$ cat src/rtl/toy_trap_seq_if.sv
// toy_trap_seq_if: request, CSR-write and redirect signals of the trap-entry sequencer.
// The master modport drives trap requests, mtvec and redir_rdy. The slave modport is the sequencer side.
interface toy_trap_seq_if #(
   parameter int unsigned NUM_SRC    = 4,
   parameter int unsigned ADDR_WIDTH = 32,
   parameter int unsigned REG_WIDTH  = 32
);
   logic [NUM_SRC-1:0]            src_vld;
   logic [NUM_SRC*REG_WIDTH-1:0]  src_cause;
   logic [NUM_SRC*ADDR_WIDTH-1:0] src_pc;
   logic [NUM_SRC*REG_WIDTH-1:0]  src_tval;
   logic [NUM_SRC-1:0]            src_ack;
   logic [REG_WIDTH-1:0]          csr_mtvec;
   logic                          csr_wr_en;
   logic [11:0]                   csr_wr_addr;
   logic [REG_WIDTH-1:0]          csr_wr_data;
   logic                          flush;
   logic                          redir_vld;
   logic                          redir_rdy;
   logic [ADDR_WIDTH-1:0]         redir_pc;
   logic                          busy;

   modport master (
      output src_vld, src_cause, src_pc, src_tval, csr_mtvec, redir_rdy,
      input  src_ack, csr_wr_en, csr_wr_addr, csr_wr_data, flush, redir_vld, redir_pc, busy
   );

   modport slave (
      input  src_vld, src_cause, src_pc, src_tval, csr_mtvec, redir_rdy,
      output src_ack, csr_wr_en, csr_wr_addr, csr_wr_data, flush, redir_vld, redir_pc, busy
   );
endinterface

$ cat src/rtl/toy_trap_seq.sv
// toy_trap_seq: trap-entry sequencer. It grants one of NUM_SRC requesters by fixed priority.
// It writes mepc, mcause and mtval, one per cycle, and then redirects fetch to the mtvec target.
// Only one trap is in flight at a time.
// Optional feature: define TOY_TRAP_SEQ_VECTORED_EN to enable vectored mtvec mode for interrupts.
module toy_trap_seq #(
   parameter int unsigned NUM_SRC    = 4,
   parameter int unsigned ADDR_WIDTH = 32,
   parameter int unsigned REG_WIDTH  = 32
) (
   input logic           clk,
   input logic           rst,
   toy_trap_seq_if.slave bus
);

   localparam logic [11:0] CSR_MEPC   = 12'h341;
   localparam logic [11:0] CSR_MCAUSE = 12'h342;
   localparam logic [11:0] CSR_MTVAL  = 12'h343;

   typedef enum logic [2:0] {
      S_IDLE,
      S_WR_EPC,
      S_WR_CAUSE,
      S_WR_TVAL,
      S_REDIR
   } state_t;

   state_t                r_state;
   state_t                w_next;
   logic [NUM_SRC-1:0]    w_gnt;
   logic                  w_any;
   logic                  w_take;
   logic [REG_WIDTH-1:0]  w_sel_cause;
   logic [ADDR_WIDTH-1:0] w_sel_pc;
   logic [REG_WIDTH-1:0]  w_sel_tval;
   logic [REG_WIDTH-1:0]  r_cause;
   logic [ADDR_WIDTH-1:0] r_pc;
   logic [REG_WIDTH-1:0]  r_tval;
   logic                  r_flush;
   logic [ADDR_WIDTH-1:0] w_base;
   logic [ADDR_WIDTH-1:0] w_target;

   // Fixed-priority pick: the lowest set index wins, and its payload is muxed out
   always_comb begin
      w_gnt       = '0;
      w_any       = 1'b0;
      w_sel_cause = '0;
      w_sel_pc    = '0;
      w_sel_tval  = '0;
      for (int unsigned i = 0; i < NUM_SRC; i++) begin
         if (bus.src_vld[i] && !w_any) begin
            w_any       = 1'b1;
            w_gnt[i]    = 1'b1;
            w_sel_cause = bus.src_cause[i*REG_WIDTH +: REG_WIDTH];
            w_sel_pc    = bus.src_pc[i*ADDR_WIDTH +: ADDR_WIDTH];
            w_sel_tval  = bus.src_tval[i*REG_WIDTH +: REG_WIDTH];
         end
      end
   end

   // A grant happens only in IDLE, and never while reset is asserted
   assign w_take = (r_state == S_IDLE) && w_any && !rst;

   // Handler target computation: direct mode, or vectored mode when it is enabled
   always_comb begin
      w_base   = {bus.csr_mtvec[ADDR_WIDTH-1:2], 2'b00};
      w_target = w_base;
`ifdef TOY_TRAP_SEQ_VECTORED_EN
      if (bus.csr_mtvec[1:0] == 2'b01 && r_cause[REG_WIDTH-1]) begin
         w_target = w_base + ADDR_WIDTH'({r_cause[REG_WIDTH-2:0], 2'b00});
      end
`else
      w_target = w_base;
`endif
   end

`ifndef TOY_TRAP_SEQ_VECTORED_EN
   logic [1:0] w_unused_mtvec_mode;
   assign w_unused_mtvec_mode = bus.csr_mtvec[1:0];
`endif

   // State register
   always_ff @(posedge clk) begin
      if (rst) begin
         r_state <= S_IDLE;
      end else begin
         r_state <= w_next;
      end
   end

   // Latch the winning request and raise a one-cycle flush after the grant
   always_ff @(posedge clk) begin
      if (rst) begin
         r_cause <= '0;
         r_pc    <= '0;
         r_tval  <= '0;
         r_flush <= 1'b0;
      end else begin
         r_flush <= w_take;
         if (w_take) begin
            r_cause <= w_sel_cause;
            r_pc    <= w_sel_pc;
            r_tval  <= w_sel_tval;
         end
      end
   end

   // Next-state logic plus the CSR-write, redirect and ack outputs
   always_comb begin
      w_next          = r_state;
      bus.src_ack     = '0;
      bus.csr_wr_en   = 1'b0;
      bus.csr_wr_addr = '0;
      bus.csr_wr_data = '0;
      bus.redir_vld   = 1'b0;
      bus.redir_pc    = '0;
      bus.busy        = (r_state != S_IDLE);
      bus.flush       = r_flush;
      case (r_state)
         S_IDLE: begin
            if (w_take) begin
               bus.src_ack = w_gnt;
               w_next      = S_WR_EPC;
            end
         end
         S_WR_EPC: begin
            bus.csr_wr_en   = 1'b1;
            bus.csr_wr_addr = CSR_MEPC;
            bus.csr_wr_data = REG_WIDTH'(r_pc);
            w_next          = S_WR_CAUSE;
         end
         S_WR_CAUSE: begin
            bus.csr_wr_en   = 1'b1;
            bus.csr_wr_addr = CSR_MCAUSE;
            bus.csr_wr_data = r_cause;
            w_next          = S_WR_TVAL;
         end
         S_WR_TVAL: begin
            bus.csr_wr_en   = 1'b1;
            bus.csr_wr_addr = CSR_MTVAL;
            bus.csr_wr_data = r_tval;
            w_next          = S_REDIR;
         end
         S_REDIR: begin
            bus.redir_vld = 1'b1;
            bus.redir_pc  = w_target;
            if (bus.redir_rdy) begin
               w_next = S_IDLE;
            end
         end
         default: begin
            w_next = S_IDLE;
         end
      endcase
   end

endmodule

$ cat src/flat_wrapper.sv
// flat-port wrapper written by rule: the top's interface ports become plain ports
module toy_trap_seq_flat 
#(
   parameter int unsigned NUM_SRC    = 4,
   parameter int unsigned ADDR_WIDTH = 32,
   parameter int unsigned REG_WIDTH  = 32
)
  (clk, rst, bus_src_vld, bus_src_cause, bus_src_pc, bus_src_tval, bus_csr_mtvec, bus_redir_rdy, bus_src_ack, bus_csr_wr_en, bus_csr_wr_addr, bus_csr_wr_data, bus_flush, bus_redir_vld, bus_redir_pc, bus_busy);
  toy_trap_seq_if #(.NUM_SRC(NUM_SRC), .ADDR_WIDTH(ADDR_WIDTH), .REG_WIDTH(REG_WIDTH)) bus_i ();
  input logic clk;
  input logic rst;
  input wire logic [$bits(bus_i.src_vld)-1:0] bus_src_vld;
  input wire logic [$bits(bus_i.src_cause)-1:0] bus_src_cause;
  input wire logic [$bits(bus_i.src_pc)-1:0] bus_src_pc;
  input wire logic [$bits(bus_i.src_tval)-1:0] bus_src_tval;
  input wire logic [$bits(bus_i.csr_mtvec)-1:0] bus_csr_mtvec;
  input wire logic [$bits(bus_i.redir_rdy)-1:0] bus_redir_rdy;
  output wire logic [$bits(bus_i.src_ack)-1:0] bus_src_ack;
  output wire logic [$bits(bus_i.csr_wr_en)-1:0] bus_csr_wr_en;
  output wire logic [$bits(bus_i.csr_wr_addr)-1:0] bus_csr_wr_addr;
  output wire logic [$bits(bus_i.csr_wr_data)-1:0] bus_csr_wr_data;
  output wire logic [$bits(bus_i.flush)-1:0] bus_flush;
  output wire logic [$bits(bus_i.redir_vld)-1:0] bus_redir_vld;
  output wire logic [$bits(bus_i.redir_pc)-1:0] bus_redir_pc;
  output wire logic [$bits(bus_i.busy)-1:0] bus_busy;
  assign bus_i.src_vld = bus_src_vld;
  assign bus_i.src_cause = bus_src_cause;
  assign bus_i.src_pc = bus_src_pc;
  assign bus_i.src_tval = bus_src_tval;
  assign bus_i.csr_mtvec = bus_csr_mtvec;
  assign bus_i.redir_rdy = bus_redir_rdy;
  assign bus_src_ack = bus_i.src_ack;
  assign bus_csr_wr_en = bus_i.csr_wr_en;
  assign bus_csr_wr_addr = bus_i.csr_wr_addr;
  assign bus_csr_wr_data = bus_i.csr_wr_data;
  assign bus_flush = bus_i.flush;
  assign bus_redir_vld = bus_i.redir_vld;
  assign bus_redir_pc = bus_i.redir_pc;
  assign bus_busy = bus_i.busy;
  toy_trap_seq #(.NUM_SRC(NUM_SRC), .ADDR_WIDTH(ADDR_WIDTH), .REG_WIDTH(REG_WIDTH)) u_core (.clk(clk), .rst(rst), .bus(bus_i));
endmodule
$ cat config.mk
export PLATFORM = sky130hd
export DESIGN_NAME = toy_trap_seq_flat
export DESIGN_NICKNAME = d
export VERILOG_FILES = /design/src/rtl/toy_trap_seq_if.sv /design/src/rtl/toy_trap_seq.sv /design/src/flat_wrapper.sv
export SDC_FILE = /design/constraint.sdc
export NUM_CORES = 1
export LEC_CHECK = 0
export BUFFER_PORTS_ARGS = -buffer_cell sky130_fd_sc_hd__buf_2
export CAP_MARGIN = 25
export CORE_AREA = 2 2 200 202
export CTS_CLUSTER_DIAMETER = 50
export DETAILED_ROUTE_END_ITERATION = 10
export DIE_AREA = 0 0 202 204
export PLACE_DENSITY_LB_ADDON = 0.12
export SETUP_SLACK_MARGIN = 0.1
export SLEW_MARGIN = 20
export SYNTH_ARGS = -nofsm -noshare
export SYNTH_HDL_FRONTEND = slang
export SYNTH_SLANG_ARGS = --single-unit
$ cat constraint.sdc
create_clock -name clk -period 5.5 [get_ports clk]
set_clock_uncertainty 0.2 [all_clocks]
set_input_delay 1.65 -clock clk [delete_from_list [all_inputs] [get_ports clk]]
set_output_delay 1.65 -clock clk [all_outputs]
set_load 0.02 [all_outputs]
==> flow_summary_export.csv <==
group,metric,value,unit
cts,htree_levels,3,
logic_synthesis,synth_cell_types,32,
logic_synthesis,synthDominantCellAreaShare,0.274,
critical_path,cp-start-kind,"input port",
power_and_ir_drop,switchingPower,0.883,mW
sta,slew_headroom,0.329,
logic_synthesis,syn_area,7300,um^2
hold_path,min-delay-start,"u_core.r_pc[13]$_SDFFE_PP0P_",
sta,worst_pin_slew,1.01,ns
sta,setup_ws,0.659,ns
drt,detail-route-antenna-nets,0,
floorplanning,rows,73,
cts,clk_pin_slew,0.07,ns
power_and_ir_drop,seq_power_share,0.368,
sta,rsz0062_at_grt,"false",
layout,diodes,0,
logic_synthesis,netlist_instances,854,
grt,grt_pass1_vias,8579,
sta,post-route-period-util,0.880,
hold_path,worst_hold_path_type,"flop to flop",
cts,cts_tree,"yes",
critical_path,cp.required,3.65,ns
sta,hold_viol_final,0,
layout,syn_to_final_growth,41.6,%
place,dpl_cell_area,10000,um^2
drt,drtIter0Drc,446,
logic_synthesis,synth.area.top_cells,"dfxtp_1 27%, a311oi_2 20%, a221o_1 13%",
critical_path,r2r-start,"u_core.r_state[1]$_SDFFE_PP0P_",
sta,max_freq,207,MHz
floorplanning,start_util,0.186,
floorplanning,die_w,202,um
grt,grt_pass1_wl,52800,um
floorplanning,boundaryPins,507,
drt,firstDrtPassIters,4,
power_and_ir_drop,peakVddDrop,0.112,mV
critical_path,r2r_cells,8,
logic_synthesis,yosysSeqAreaShare,0.274,
drt,finalWirelength,36400,um
layout,nets,1691,
outcome,status,"completed",
critical_path,cp_max_fo,15,
place,gp_congestion,0.759,
drt,vias_per_cell,4.67,
critical_path,path_class,"input port to output port",
hold_path,hold_path_end,"u_core.r_pc[13]$_SDFFE_PP0P_",
cts,hold_buffers,0,
logic_synthesis,synth_ff_type,"dfxtp_1",
logic_synthesis,yosys.area.top_type,"dfxtp_1",
floorplanning,die-area,41200,um^2
power_and_ir_drop,totalPowerFinal,2.42,mW
grt,grt_usage,0.169,
cts,cts.path.max_buffers,2,
logic_synthesis,synth-seq-cells,100,
floorplanning,core-area,39200,um^2
floorplanning,dieHeight,204,um
cts,post_cts_resized,0,
drt,vias,8395,
cts,insertion_delay,0.35,ns
grt,overflow,0,
power_and_ir_drop,power_leakage,4.48,nW
sta,timing.hold.ws,0.302,ns
layout,drive_above_1_share,0.522,
sta,slew_viol_final,0,
cts,root_buffer,"clkbuf_16",
drt,drcViolationCount,0,
cts,numCtsBuffers,9,
layout,fin_area,10300,um^2
logic_synthesis,synth_edf_count,0,
critical_path,worstPathArrival,2.99,ns
power_and_ir_drop,switching_share,0.365,
grt,antenna_found_initial,3,
hold_path,hold_path_depth,2,
place,place_ws,0.652,ns
sta,tns,0,ns
drt,wl_per_cell,20.3,um
logic_synthesis,ys_warn_count,0,
logic_synthesis,synth-async-reset-ratio,0,
cts,post_cts_buffers,0,
power_and_ir_drop,power_frac_comb,0.351,
place,numPortBuffers,495,
job,maxCapViolations,0,
critical_path,r2r-end,"u_core.r_pc[23]$_SDFFE_PP0P_",
grt,grt_max_degree,97,
sta,finalSetupViolCount,0,
critical_path,r2r_setup_slack,1.96,ns
sta,period_needed,4.84,ns
power_and_ir_drop,p_int,1.53,mW
logic_synthesis,avgSynthCellArea,8.55,um^2
place,hpwl,27500,um
power_and_ir_drop,powerDensity,234,nW/um^2
power_and_ir_drop,clockPowerShare,0.281,
cts,clkSinkCount,100,
critical_path,end_kind,"output port",
## worst max-delay path by stage
stage / endpoint / slack, ns / start
final: bus_src_ack[1] / 0.66 / bus_src_vld[0]
after global routing: bus_src_ack[1] / 0.61 / bus_src_vld[0]
after CTS: bus_src_ack[1] / 0.65 / bus_src_vld[0]
after detailed placement: bus_src_ack[1] / 0.65 / bus_src_vld[0]
after global placement: bus_src_ack[1] / 0.64 / bus_src_vld[0]
after floorplan: bus_src_ack[1] / 0.66 / bus_src_vld[0]
## flip-flops by register name, summed over array words and instances (netlist names)
name and cells:
u_core.r_cause 32, u_core.r_tval 32, u_core.r_state 3, u_core.bus.flush 1
u_core.r_pc 32
## stage by stage
stage          cells   util
2_1_floorplan    862      -
3_3_place_gp    1781  0.256
3_5_place_dp    1782  0.256
4_1_cts         1797  0.264
5_1_grt         1797  0.264
6_report        1797  0.264
## power by group through the flow
stage          Clock, mW  Sequential (mW)  Combinational, mW
2_1_floorplan          0            0.861              0.570
3_3_place_gp           0            0.912              0.862
3_5_place_dp           0            0.914              0.867
4_1_cts            0.719            0.897              0.870
5_1_grt            0.735            0.905              0.932
6_report           0.679            0.889              0.849
## cell families (layout without fill, tap and decap cells)
logic type,count (synthesis),count (layout),share of synthesized area
AOI/OAI and AO/OA,321,321,0.427
muxes,32,32,0.0494
xor gates and xnor gates,1,1,0.00120
buffers and inverters,120,530,0.0840
and+or+nand+nor,279,279,0.163
other,1,9,0.000514
DFF,100,100,0.274
## layer usage
metal | part of all wire | global-route usage | vias to the layer above
met2 | 0.53 | 0.331 | 311
met1 | 0.39 | 0.185 | 3962
met3 | 0.055 | 0.0330 | 27
met5 | 0.00044 | 0 | -
met4 | 0.019 | 0.0425 | 2
li1 | - | - | 4093
## synthesized netlist by cell type, types with 2 or more instances
| master | instances |
|---|---|
| a221o_1 | 95 |
| a22oi_1 | 32 |
| a311oi_2 | 95 |
| and2_1 | 2 |
| and3_1 | 31 |
| buf_1 | 8 |
| buf_2 | 19 |
| buf_4 | 13 |
| buf_6 | 12 |
| clkbuf_1 | 65 |
| dfxtp_1 | 100 |
| inv_1 | 2 |
| mux2_2 | 32 |
| nand2_1 | 96 |
| nor2_1 | 136 |
| nor2b_1 | 4 |
| nor4_1 | 2 |
| o21ai_0 | 96 |
## placed cells by master, fill, tap and decap left out, drive strengths merged, types with 2 or more instances in the layout
cell type,count
a22oi,32
nor2b,4
nor4,2
nor2,136
a221o,95
mux2,32
dfxtp,100
clkinv,3
nand2,96
a311oi,95
buf,512
and2,2
or4,2
nor4b,2
clkbuf,10
o21ai,96
and3,31
nand3,2
conb,9
inv,4
## critical path, stage by stage
cell,delay (ns)
buf_4,0.18
or4_4,0.54
nand3_2,0.17
inv_8,0.09
and3_1,0.20
buf_2,0.16
## final cells by class
class / instances / area [um^2]
clock buffers: 10 / 229
clock inverters: 5 / 61.3
fillers: 4368 / 28800
inverters: 3 / 20.0
multi-input cells: 642 / 4730
flip-flops and latches: 100 / 2010
well taps: 525 / 657
repair buffers: 512 / 2630
(Power assumes the default switching activity.)
